==> src/rtl/ps2_rx_if.sv <==
// ----------------------------------------------------------------------------
// ps2_rx_if : byte-side bus of the PS/2 receiver.
//
// Carries the show-ahead FIFO read port and the error strobes between the
// receiver (slave modport) and the core keyboard/mouse logic (master modport).
//   rx_rd       master -> slave  pop request, ignored while rx_valid = 0
//   rx_data     slave  -> master head-of-FIFO byte, meaningful while rx_valid
//   rx_valid    slave  -> master FIFO not empty
//   rx_count    slave  -> master number of bytes held (0 .. 2**FIFO_BITS)
//   parity_err  slave  -> master 1-cycle pulse, frame dropped for bad parity
//   frame_err   slave  -> master 1-cycle pulse, stop bit 0 or timeout abort
//   overflow    slave  -> master 1-cycle pulse, good byte dropped (FIFO full)
// FIFO_BITS must match the FIFO_BITS of the attached ps2_rx instance.
// ----------------------------------------------------------------------------
interface ps2_rx_if #(
  parameter int FIFO_BITS = 2
);
  logic                 rx_rd;
  logic [7:0]           rx_data;
  logic                 rx_valid;
  logic [FIFO_BITS:0]   rx_count;
  logic                 parity_err;
  logic                 frame_err;
  logic                 overflow;

  modport master (
    output rx_rd,
    input  rx_data, rx_valid, rx_count, parity_err, frame_err, overflow
  );

  modport slave (
    input  rx_rd,
    output rx_data, rx_valid, rx_count, parity_err, frame_err, overflow
  );
endinterface

==> src/rtl/ps2_rx.sv <==
// ----------------------------------------------------------------------------
// ps2_rx : core-side PS/2 receiver with a small show-ahead FIFO.
//
// Oversamples the asynchronous PS/2 clock/data lines in the clk domain,
// debounces the PS/2 clock, turns its falling edges into one-cycle strobes and
// deserialises 11-bit frames (start 0, 8 data bits LSB first, odd parity,
// stop 1). Good bytes go into a 2**FIFO_BITS deep FIFO whose head is always
// presented on rx.rx_data.
//
// Ports:
//   clk       core clock (>= 1 MHz), rising edge
//   reset_n   asynchronous active-low reset, released synchronously upstream
//   ps2_clk   PS/2 clock line (idle high), asynchronous to clk
//   ps2_data  PS/2 data line, asynchronous to clk
//   rx        ps2_rx_if.slave : FIFO read port and error pulses
//
// Parameters:
//   FILTER_LEN  consecutive differing samples before the filtered clock
//               follows the synchronised line (1..15)
//   TIMEOUT     clk cycles without a filtered fall mid-frame before abort
//   FIFO_BITS   log2 of FIFO depth
// ----------------------------------------------------------------------------
module ps2_rx #(
  parameter int          FILTER_LEN = 4,
  parameter logic [15:0] TIMEOUT    = 16'd8000,
  parameter int          FIFO_BITS  = 2
) (
  input  logic    clk,
  input  logic    reset_n,
  input  logic    ps2_clk,
  input  logic    ps2_data,
  ps2_rx_if.slave rx
);

  localparam int                 DEPTH     = 1 << FIFO_BITS;
  localparam logic [FIFO_BITS:0] FULL_CNT  = (FIFO_BITS + 1)'(DEPTH);
  localparam logic [3:0]         FILT_LAST = 4'(FILTER_LEN - 1);
  localparam logic [15:0]        TOUT_LAST = TIMEOUT - 16'd1;

  // --------------------------------------------------------------------------
  // Two-flop synchronisers, bit 0 = ps2_clk, bit 1 = ps2_data. Both reset to
  // the idle-high line level so no spurious edge is seen after reset.
  // --------------------------------------------------------------------------
  logic [1:0] pin_in;
  logic [1:0] sync_bits;

  assign pin_in = {ps2_data, ps2_clk};

  genvar gi;
  generate
    for (gi = 0; gi < 2; gi++) begin : g_sync
      logic meta_reg;
      logic sync_reg;

      always_ff @(posedge clk or negedge reset_n) begin
        if (!reset_n) begin
          meta_reg <= 1'b1;
          sync_reg <= 1'b1;
        end else begin
          meta_reg <= pin_in[gi];
          sync_reg <= meta_reg;
        end
      end

      assign sync_bits[gi] = sync_reg;
    end
  endgenerate

  logic clk_sync;
  logic data_sync;

  assign clk_sync  = sync_bits[0];
  assign data_sync = sync_bits[1];

  // --------------------------------------------------------------------------
  // Clock filter: the filtered clock only follows the synchronised line after
  // FILTER_LEN consecutive differing samples; any agreeing sample restarts
  // the count, so short glitches never reach the edge detector.
  // --------------------------------------------------------------------------
  logic [3:0] filt_cnt_reg;
  logic       filt_clk_reg;
  logic       filt_clk_d_reg;
  logic       fall;

  always_ff @(posedge clk or negedge reset_n) begin
    if (!reset_n) begin
      filt_cnt_reg   <= 4'd0;
      filt_clk_reg   <= 1'b1;
      filt_clk_d_reg <= 1'b1;
    end else begin
      filt_clk_d_reg <= filt_clk_reg;
      if (clk_sync != filt_clk_reg) begin
        if (filt_cnt_reg == FILT_LAST) begin
          filt_clk_reg <= clk_sync;
          filt_cnt_reg <= 4'd0;
        end else begin
          filt_cnt_reg <= filt_cnt_reg + 4'd1;
        end
      end else begin
        filt_cnt_reg <= 4'd0;
      end
    end
  end

  // One-cycle strobe in the cycle after the filtered clock went low.
  assign fall = filt_clk_d_reg & ~filt_clk_reg;

  // --------------------------------------------------------------------------
  // Frame state machine, advancing only on fall.
  // --------------------------------------------------------------------------
  typedef enum logic [1:0] {
    IDLE,
    DATA,
    PARITY,
    STOP
  } state_t;

  state_t      state_reg, state_next;
  logic [7:0]  shift_reg, shift_next;
  logic [3:0]  bit_cnt_reg, bit_cnt_next;
  logic        parity_reg, parity_next;
  logic [15:0] tout_reg;
  logic        push_reg, push_next;
  logic [7:0]  push_byte_reg;
  logic        frame_err_c;
  logic        parity_err_c;
  logic        parity_ok;

  // Odd parity: data ones plus the parity bit must be odd.
  assign parity_ok = ^{shift_reg, parity_reg};

  always_ff @(posedge clk or negedge reset_n) begin
    if (!reset_n) begin
      state_reg     <= IDLE;
      shift_reg     <= 8'd0;
      bit_cnt_reg   <= 4'd0;
      parity_reg    <= 1'b0;
      tout_reg      <= 16'd0;
      push_reg      <= 1'b0;
      push_byte_reg <= 8'd0;
    end else begin
      state_reg   <= state_next;
      shift_reg   <= shift_next;
      bit_cnt_reg <= bit_cnt_next;
      parity_reg  <= parity_next;
      push_reg    <= push_next;
      if (push_next) begin
        push_byte_reg <= shift_reg;
      end
      // Watchdog only runs while a frame is in flight; every fall restarts it.
      if (fall || state_reg == IDLE) begin
        tout_reg <= 16'd0;
      end else begin
        tout_reg <= tout_reg + 16'd1;
      end
    end
  end

  always_comb begin
    state_next   = state_reg;
    shift_next   = shift_reg;
    bit_cnt_next = bit_cnt_reg;
    parity_next  = parity_reg;
    push_next    = 1'b0;
    frame_err_c  = 1'b0;
    parity_err_c = 1'b0;

    if (fall) begin
      unique case (state_reg)
        IDLE: begin
          if (!data_sync) begin
            state_next   = DATA;
            bit_cnt_next = 4'd0;
          end
        end
        DATA: begin
          shift_next   = {data_sync, shift_reg[7:1]};
          bit_cnt_next = bit_cnt_reg + 4'd1;
          if (bit_cnt_reg == 4'd7) begin
            state_next = PARITY;
          end
        end
        PARITY: begin
          parity_next = data_sync;
          state_next  = STOP;
        end
        STOP: begin
          state_next = IDLE;
          // A bad stop bit outranks a parity error: report framing only.
          if (!data_sync) begin
            frame_err_c = 1'b1;
          end else if (!parity_ok) begin
            parity_err_c = 1'b1;
          end else begin
            push_next = 1'b1;
          end
        end
        default: state_next = IDLE;
      endcase
    end else if (state_reg != IDLE && tout_reg == TOUT_LAST) begin
      // Line stalled mid-frame: abandon the partial byte.
      state_next  = IDLE;
      frame_err_c = 1'b1;
    end
  end

  // --------------------------------------------------------------------------
  // Show-ahead FIFO. rx_data is a registered copy of the entry the read
  // pointer will address after this edge, bypassing the write data when the
  // byte being written is the one that becomes the head.
  // --------------------------------------------------------------------------
  logic [7:0]           mem [DEPTH];
  logic [FIFO_BITS-1:0] wptr_reg;
  logic [FIFO_BITS-1:0] rptr_reg;
  logic [FIFO_BITS-1:0] rptr_next;
  logic [FIFO_BITS:0]   count_reg;
  logic [7:0]           head_reg, head_next;
  logic                 full;
  logic                 pop;
  logic                 wr_en;
  logic                 overflow_c;

  assign full       = (count_reg == FULL_CNT);
  assign pop        = rx.rx_rd && (count_reg != '0);
  // A pop in the same cycle frees the slot, so a full FIFO still accepts.
  assign wr_en      = push_reg && (!full || pop);
  assign overflow_c = push_reg && full && !pop;
  assign rptr_next  = rptr_reg + FIFO_BITS'(pop);

  always_comb begin
    head_next = mem[rptr_next];
    if (wr_en && wptr_reg == rptr_next) begin
      head_next = push_byte_reg;
    end
  end

  always_ff @(posedge clk) begin
    if (wr_en) begin
      mem[wptr_reg] <= push_byte_reg;
    end
  end

  always_ff @(posedge clk or negedge reset_n) begin
    if (!reset_n) begin
      wptr_reg  <= '0;
      rptr_reg  <= '0;
      count_reg <= '0;
      head_reg  <= 8'd0;
    end else begin
      rptr_reg <= rptr_next;
      head_reg <= head_next;
      if (wr_en) begin
        wptr_reg <= wptr_reg + FIFO_BITS'(1);
      end
      unique case ({wr_en, pop})
        2'b10:   count_reg <= count_reg + (FIFO_BITS + 1)'(1);
        2'b01:   count_reg <= count_reg - (FIFO_BITS + 1)'(1);
        default: count_reg <= count_reg;
      endcase
    end
  end

  assign rx.rx_data    = head_reg;
  assign rx.rx_valid   = (count_reg != '0);
  assign rx.rx_count   = count_reg;
  assign rx.parity_err = parity_err_c;
  assign rx.frame_err  = frame_err_c;
  assign rx.overflow   = overflow_c;

endmodule

==> src/flat_wrapper.sv <==
// flat-port wrapper written by rule: the top's interface ports become plain ports
module ps2_rx_flat 
#(
  parameter int          FILTER_LEN = 4,
  parameter logic [15:0] TIMEOUT    = 16'd8000,
  parameter int          FIFO_BITS  = 2
)
  (clk, reset_n, ps2_clk, ps2_data, rx_rx_rd, rx_rx_data, rx_rx_valid, rx_rx_count, rx_parity_err, rx_frame_err, rx_overflow);
  ps2_rx_if #(.FIFO_BITS(FIFO_BITS)) rx_i ();
  input  logic clk;
  input  logic reset_n;
  input  logic ps2_clk;
  input  logic ps2_data;
  input wire logic [$bits(rx_i.rx_rd)-1:0] rx_rx_rd;
  output wire logic [$bits(rx_i.rx_data)-1:0] rx_rx_data;
  output wire logic [$bits(rx_i.rx_valid)-1:0] rx_rx_valid;
  output wire logic [$bits(rx_i.rx_count)-1:0] rx_rx_count;
  output wire logic [$bits(rx_i.parity_err)-1:0] rx_parity_err;
  output wire logic [$bits(rx_i.frame_err)-1:0] rx_frame_err;
  output wire logic [$bits(rx_i.overflow)-1:0] rx_overflow;
  assign rx_i.rx_rd = rx_rx_rd;
  assign rx_rx_data = rx_i.rx_data;
  assign rx_rx_valid = rx_i.rx_valid;
  assign rx_rx_count = rx_i.rx_count;
  assign rx_parity_err = rx_i.parity_err;
  assign rx_frame_err = rx_i.frame_err;
  assign rx_overflow = rx_i.overflow;
  ps2_rx #(.FILTER_LEN(FILTER_LEN), .TIMEOUT(TIMEOUT), .FIFO_BITS(FIFO_BITS)) u_core (.clk(clk), .reset_n(reset_n), .ps2_clk(ps2_clk), .ps2_data(ps2_data), .rx(rx_i));
endmodule
==> config.mk <==
export PLATFORM = sky130hd
export DESIGN_NAME = ps2_rx_flat
export DESIGN_NICKNAME = d
export VERILOG_FILES = /design/src/rtl/ps2_rx_if.sv /design/src/rtl/ps2_rx.sv /design/src/flat_wrapper.sv
export SDC_FILE = /design/constraint.sdc
export NUM_CORES = 1
export LEC_CHECK = 0
export ABC_AREA = 0
export CAP_MARGIN = 20
export CORE_UTILIZATION = 59
export CTS_CLUSTER_SIZE = 10
export DETAILED_ROUTE_END_ITERATION = 16
export GPL_TIMING_DRIVEN = 0
export PLACE_DENSITY = 0.76
export SYNTH_ARGS = -nofsm -noshare
export SYNTH_HDL_FRONTEND = slang
export SYNTH_SLANG_ARGS = --single-unit
export TNS_END_PERCENT = 50
==> constraint.sdc <==
create_clock -name clk -period 5.41 [get_ports clk]
set_clock_uncertainty 0.05 [all_clocks]
set_input_delay 0.541 -clock clk [delete_from_list [all_inputs] [get_ports clk]]
set_output_delay 0.541 -clock clk [all_outputs]
set_load 0.005 [all_outputs]
==> reports/results.tsv, run 1 <==
stage	metric	value	unit
sta	setup_viol	0	
layout	layout_commonest_cell	dfrtp_1	
route	vias_per_cell	5.43	
layout	fin_nets	367	
synth	yosys.area.top_type_share	34.6	%
synth	ys_top_cells_by_area	dfrtp_1 35%, edfxtp_1 22%, mux2_2 6.6%	
critical_path	r2r_slack	2.43	ns
sta	slew_headroom	38.2	%
power_and_ir_drop	power_frac_seq	45.3	%
critical_path	max_stage_delay	0.57	ns
synth	synth_edf_count	32	
clock_tree	post-cts-setup-buffers	0	
power_and_ir_drop	peakVddDrop	0.281	mV
clock_tree	clkSlewWorstSetupHoldPaths	0.10	ns
run	max-cap-violations	0	
layout	multi_input_area	0.00160	mm2
synth	ys_seq_area_share	60.7	%
synth	synthesis.area	0.00427	mm2
floorplan	die_x	87.1	um
route	via_count	2438	
min_path	hold_path_class	primary input to asynchronous set/reset pin	
clock_tree	ctsResizeCount	0	
synth	synth-async-reset-ratio	67.0	%
placement	detailed_place_hpwl	4370	um
synth	yosysTopAreaCell	dfrtp_1	
route	avgRoutedWirePerCell	14.7	um
route	drt_iter0_markers	123	
power_and_ir_drop	clockPowerShare	22.1	%
placement	gp_congestion	0.840	
sta	layout_min_cycle_time	3.21	ns
route	drc_errors	0	
clock_tree	h-tree-depth	3	
power_and_ir_drop	p_sw	0.712	mW
synth	syn_inst	319	
sta	fmax	311	MHz
floorplan	ios	20	
placement	port_buffers	18	
power_and_ir_drop	switching_share	32.7	%
layout	syn2layout_area_growth	11.8	%
floorplan	die_y	87.1	um
critical_path	start_kind	register	
critical_path	reg2reg_depth	7	
critical_path	r2r-end	u_core.rx.rx_data[0]$_DFF_PN0_	
route	first_pass_iters	4	
clock_tree	clock-sinks	97	
critical_path	critical-path-top-delay-family	buffers and inverters	
critical_path	r2r-start	u_core.rx.rx_count[1]$_DFFE_PN0P_	
layout	regArea	0.00259	mm2
clock_tree	numCtsBuffers	9	
synth	ys_seq_elements	97	
clock_tree	cts_buffer_depth	2	
power_and_ir_drop	p_int	1.47	mW
power_and_ir_drop	p_per_area	456	mW/mm2
critical_path	cp_slowest_cell	dfstp_2	
floorplan	core_area	0.00691	mm2
sta	hold_viol	0	
global_route	grt_overflow	0	
clock_tree	clock_latency	0.36	ns
layout	fill_cells	526	
critical_path	cp_data_required_time	4.82	ns
critical_path	critical_path_class	register to output pin	
route	wl	6590	um
floorplan	die_area	0.00759	mm2
sta	finalSetupTns	0	ns
layout	antenna_cells_inserted	0	
critical_path	cp_common_cell	clkbuf_1	
sta	fin_crit_sh	59.4	%
floorplan	rows	30	
critical_path	cp_cell_sequence	nor2b_1, clkbuf_1, or2_2, clkbuf_1, nand4b_1, nand2_1, clkdlybuf4s50_1	
sta	slew_viol_final	0	
global_route	grt_usage	19.2	%
synth	ys_types	42	
critical_path	worstPathArrival	2.62	ns
critical_path	path_buf_inv	3	
global_route	grt_max_degree	66	
global_route	grt_pass1_vias	2360	
critical_path	cp-end-kind	output pin	
clock_tree	root_buffer	clkbuf_8	
outcome	status	completed	
synth	synthesis.nets	338	
power_and_ir_drop	leakage	1.90	nW
clock_tree	cts_tree	built	
synth	synth_warnings	0	
clock_tree	hold_buffers	0	
critical_path	cp_max_fo	10	
global_route	grt_pass1_wl	10900	um
route	final_antenna_net_count	0	
synth	avgSynthCellArea	13.4	um2
power_and_ir_drop	total_power	2.18	mW
layout	largest_reg_flops	32	
global_route	antenna_found_initial	0	
sta	worst_slew_pin_slew	0.923	ns
sta	grt_setup_unrepaired	false	
layout	mostFrequentLayoutCells	59 x dfrtp_1, 32 x edfxtp_1, 26 x nor2_1, 25 x mux2_2, 18 x nand2_1	
synth	synth_ff_type	dfrtp_1	
power_and_ir_drop	combPwrFrac	32.5	%
layout	drive_gt1_share	15.3	%
floorplan	start_util	61.9	%
-- area by class of cell --
cell class                 count  share of cell area (%)
timing repair buffer          18                    3.72
buffer                         7                   0.602
clock buffer                   9                    2.59
tap                           96                    2.51
inverter                      13                    1.02
sequential                    97                    54.3
multi-input combinational    202                    33.5
clock inverter                 7                    1.75
-- per-stage QoR --
stage | setup WS, ns | hold WS [ns] | instances | area (um2) | util, %
2_1_floorplan | 2.74 | 0.195 | 319 | 4270 | -
3_3_place_gp | 1.53 | 0.296 | 433 | 4570 | 66.2
3_5_place_dp | 2.39 | 0.297 | 433 | 4570 | 66.2
4_1_cts | 2.14 | 0.247 | 449 | 4780 | 69.2
5_1_grt | 1.99 | 0.285 | 449 | 4780 | 69.2
6_report | 2.20 | 0.214 | 449 | 4780 | 69.2
-- worst max path at each step --
stage	depth (start not counted)	startpoint	endpoint	slack, ns
4_1_cts	7	u_core.filt_clk_reg$_DFFE_PN1P_	rx_frame_err	2.14
5_1_grt	7	u_core.filt_clk_reg$_DFFE_PN1P_	rx_frame_err	1.99
3_5_place_dp	7	u_core.rx.rx_count[1]$_DFFE_PN0P_	u_core.rx.rx_data[0]$_DFF_PN0_	2.39
2_1_floorplan	6	u_core.rx.rx_count[1]$_DFFE_PN0P_	u_core.rx.rx_data[0]$_DFF_PN0_	2.74
6_report	7	u_core.filt_clk_reg$_DFFE_PN1P_	rx_frame_err	2.20
3_3_place_gp	1	reset_n	u_core.bit_cnt_reg[1]$_DFFE_PN0P_	1.53
-- synth_stat cells (2+ instances only) --
cell type / instances
nand2b_1: 3
mux4_1: 7
nor3_1: 7
nor2_1: 26
nand4_1: 4
and2_1: 5
dfrtp_1: 59
clkbuf_1: 4
nand2_1: 18
buf_2: 2
o221ai_1: 2
nand3_1: 13
xnor2_1: 16
a21oi_1: 8
o211ai_1: 2
edfxtp_1: 32
inv_1: 13
ha_1: 13
mux2_2: 25
o21ai_0: 10
and3_1: 5
xor2_1: 14
nor3b_1: 4
dfstp_2: 6
nor2b_1: 4
-- kinds of logic after synthesis --
family / after synthesis / synth area share [%]
and+or+nand+nor: 96 / 11.3
AOI/OAI and AO/OA: 28 / 3.98
adders and majority gates: 14 / 4.28
DFF: 97 / 60.7
buffers and inverters: 20 / 1.82
muxes: 34 / 11.8
xor gates and xnor gates: 30 / 6.15
-- power groups by stage --
stage	registers [mW]	logic, mW	clock network [mW]
2_1_floorplan	0.979	0.529	0
3_3_place_gp	0.995	0.699	0
3_5_place_dp	1.00	0.713	0
4_1_cts	0.989	0.718	0.496
5_1_grt	1.00	0.790	0.522
6_report	0.987	0.709	0.482
-- routing by layer --
| metal | vias to the layer above | routed length [um] | track usage (%) |
|---|---|---|---|
| met5 | - | 0 | 0 |
| met4 | 0 | 55 | 6.26 |
| met3 | 4 | 182 | 4.55 |
| met2 | 32 | 3250 | 32.5 |
| met1 | 1206 | 3100 | 24.7 |
| li1 | 1196 | - | - |
-- worst reg2reg max path: stages (launching register included) --
cell and delay, ns:
dfrtp_1 0.46, or3_1 0.40, and2_1 0.19, ha_1 0.19
xor2_1 0.74, xnor2_1 0.22, nand3_2 0.25, mux2_2 0.37
No activity file was read; power rests on OpenSTA's default activity.
==> run 2: changes to the inputs <==
==> constraint.sdc (replaced) <==
create_clock -name clk -period 3.14 [get_ports clk]
set_clock_uncertainty 0.05 [all_clocks]
set_input_delay 0.314 -clock clk [delete_from_list [all_inputs] [get_ports clk]]
set_output_delay 0.314 -clock clk [all_outputs]
set_load 0.005 [all_outputs]
==> run 2 against run 1 <==
The run now ends with negative hold slack left. Worst hold slack got worse by 0.23 ns. Final area up 0.29%. Non-clock buffer count unchanged. Critical path type unchanged. Critical endpoint unchanged. Flip-flop and latch count is the same.
==> reports/results.tsv, run 2 (synthesis gave the netlist of run 1 again) <==
stage	metric	value	unit	change
outcome	status	complete, but fails checks		
outcome	failed_checks	negative hold slack		
placement	dp_worst_setup_slack	0.118	ns	-2.27 ns
placement	detailed_place_hpwl	4370	um	unchanged
clock_tree	cts_tree	built		
global_route	grt_max_degree	66		unchanged
route	first_pass_iters	4		unchanged
clock_tree	clock-sinks	97		unchanged
route	drc_errors	0		unchanged
placement	port_buffers	18		unchanged
layout	drive_gt1_share	16.1	%	+0.85 points
critical_path	critical_path_class	register to output pin		
critical_path	r2r_slack	0.21	ns	-2.22 ns
critical_path	cp_data_required_time	2.78	ns	-2.04 ns
clock_tree	clkSlewWorstSetupHoldPaths	0.10	ns	about the same
critical_path	r2r-end	u_core.rx.rx_data[1]$_DFF_PN0_		
layout	largest_reg_flops	32		unchanged
critical_path	worstPathArrival	2.58	ns	-0.04 ns
sta	layout_min_cycle_time	2.95	ns	
critical_path	start_kind	register		
route	avgRoutedWirePerCell	14.6	um	-0.46%
placement	placed_cell_area	0.00457	mm2	unchanged
sta	setup_viol	0		unchanged
clock_tree	clock_latency	0.36	ns	about the same
sta	finalSetupTns	0	ns	unchanged
layout	syn2layout_area_growth	12.2	%	
floorplan	ios	20		unchanged
clock_tree	hold_buffers	0		unchanged
layout	fill_cells	521		-0.95%
critical_path	path_buf_inv	3		unchanged
floorplan	core_area	0.00691	mm2	unchanged
critical_path	critical-path-top-delay-family	buffers and inverters		
sta	fmax	339	MHz	
layout	instances_no_fill	449		unchanged
critical_path	cp_slowest_cell	clkdlybuf4s50_1		
sta	worst_slew_pin_slew	0.803	ns	-0.121 ns
clock_tree	cts_buffer_depth	2		unchanged
floorplan	start_util	61.9	%	unchanged
layout	antenna_cells_inserted	0		unchanged
clock_tree	numCtsBuffers	9		unchanged
run	max-cap-violations	0		unchanged
sta	holdWs	-0.0145	ns	-0.229 ns
power_and_ir_drop	p_per_area	785	mW/mm2	+72%
sta	fin_crit_sh	93.9	%	
critical_path	reg2reg_depth	6		-1
critical_path	r2r-start	u_core.rx.rx_count[1]$_DFFE_PN0P_		
global_route	grt_pass1_wl	10900	um	unchanged
floorplan	die_x	87.1	um	unchanged
layout	layout_commonest_cell	dfrtp_1		
sta	slew_headroom	46.5	%	+8.3 points
global_route	antenna_found_initial	0		unchanged
clock_tree	root_buffer	clkbuf_8		
floorplan	rows	30		unchanged
route	wl	6560	um	-0.46%
layout	design_area	0.00479	mm2	+0.29%
critical_path	cp.depth	7		unchanged
global_route	grt_overflow	0		unchanged
sta	layout_setup_ws	0.192	ns	-2.00 ns
sta	grt_setup_unrepaired	false		
layout	post-route-util	69.4	%	+0.20 points
critical_path	max_stage_delay	0.51	ns	-0.06 ns
global_route	grt_usage	19.2	%	unchanged
layout	mostFrequentLayoutCells	59 x dfrtp_1, 32 x edfxtp_1, 26 x nor2_1, 25 x mux2_2, 18 x nand2_1		
sta	slew_viol_final	0		unchanged
power_and_ir_drop	leakage	1.90	nW	+0.24%
critical_path	cp_cell_sequence	inv_1, ha_1, or2_2, clkbuf_1, nand4b_1, nand2_1, clkdlybuf4s50_1		
critical_path	cp_max_fo	8		-2
critical_path	cp-end-kind	output pin		
power_and_ir_drop	peakVddDrop	0.486	mV	+73%
route	vias_per_cell	5.42		-0.21%
min_path	hold_path_class	primary input to asynchronous set/reset pin		
route	drt_iter0_markers	97		-21%
placement	dp.cells	433		unchanged
power_and_ir_drop	total_power	3.76	mW	+73%
floorplan	die_y	87.1	um	unchanged
placement	gp_congestion	0.840		unchanged
floorplan	die_area	0.00759	mm2	unchanged
global_route	grt_pass1_vias	2360		unchanged
clock_tree	h-tree-depth	3		unchanged
route	via_count	2433		-0.21%
route	final_antenna_net_count	0		unchanged
layout	fin_nets	367		unchanged
sta	hold_viol	11		+11
==> run 2: cell count changes in the layout (fill, tap and decap cells not counted) <==
cell | previous run | this run
nor2b_1 | 4 | 3
buf_4 | 1 | 2
xor2_2 | 0 | 1
xor2_1 | 14 | 13
clkbuf_1 | 4 | 3
nor2b_2 | 0 | 1
==> run 2: metal layers <==
layer / routed length, um / up-vias / global-route usage, %
li1: - / 1195 / -
met1: 3130 / 1207 / 24.7
met5: 0 / - / 0
met2: 3210 / 27 / 32.5
met3: 158 / 4 / 4.55
met4: 55 / 0 / 6.26
==> run 2: worst max path at each step <==
| stage | from | to | slack, ns |
|---|---|---|---|
| 5_1_grt | u_core.rx.rx_count[1]$_DFFE_PN0P_ | u_core.rx.rx_data[1]$_DFF_PN0_ | 0.04 |
| 4_1_cts | u_core.rx.rx_count[1]$_DFFE_PN0P_ | u_core.rx.rx_data[0]$_DFF_PN0_ | 0.09 |
| 3_5_place_dp | u_core.rx.rx_count[1]$_DFFE_PN0P_ | u_core.rx.rx_data[0]$_DFF_PN0_ | 0.12 |
| 6_report | u_core.state_reg[0]$_DFFE_PN0P_ | rx_frame_err | 0.19 |
| 3_3_place_gp | reset_n | u_core.bit_cnt_reg[1]$_DFFE_PN0P_ | -0.51 |
| 2_1_floorplan | u_core.rx.rx_count[1]$_DFFE_PN0P_ | u_core.rx.rx_data[0]$_DFF_PN0_ | 0.47 |
==> run 2: power by group <==
part | switching, mW | internal, mW
sequential | 0.181 | 1.52
combinational | 0.602 | 0.624
clock | 0.448 | 0.384
==> run 2: final cells by class <==
class	count	area (um2)	area share, %
Timing Repair Buffer	19	185	3.86
Clock buffer	9	124	2.58
Clock inverter	7	83.8	1.75
Multi-Input combinational cell	202	1610	33.6
Tap cell	96	120	2.51
Sequential cell	97	2590	54.2
Inverter	13	48.8	1.02
Buffer	6	25.0	0.522
==> run 2: timing repair <==
| action | 4_1_cts | 5_1_grt |
|---|---|---|
| gates resized for setup | 0 | 2 |
| setup endpoints to repair | 0 | 9 |
| buffers inserted | 0 | 1 |
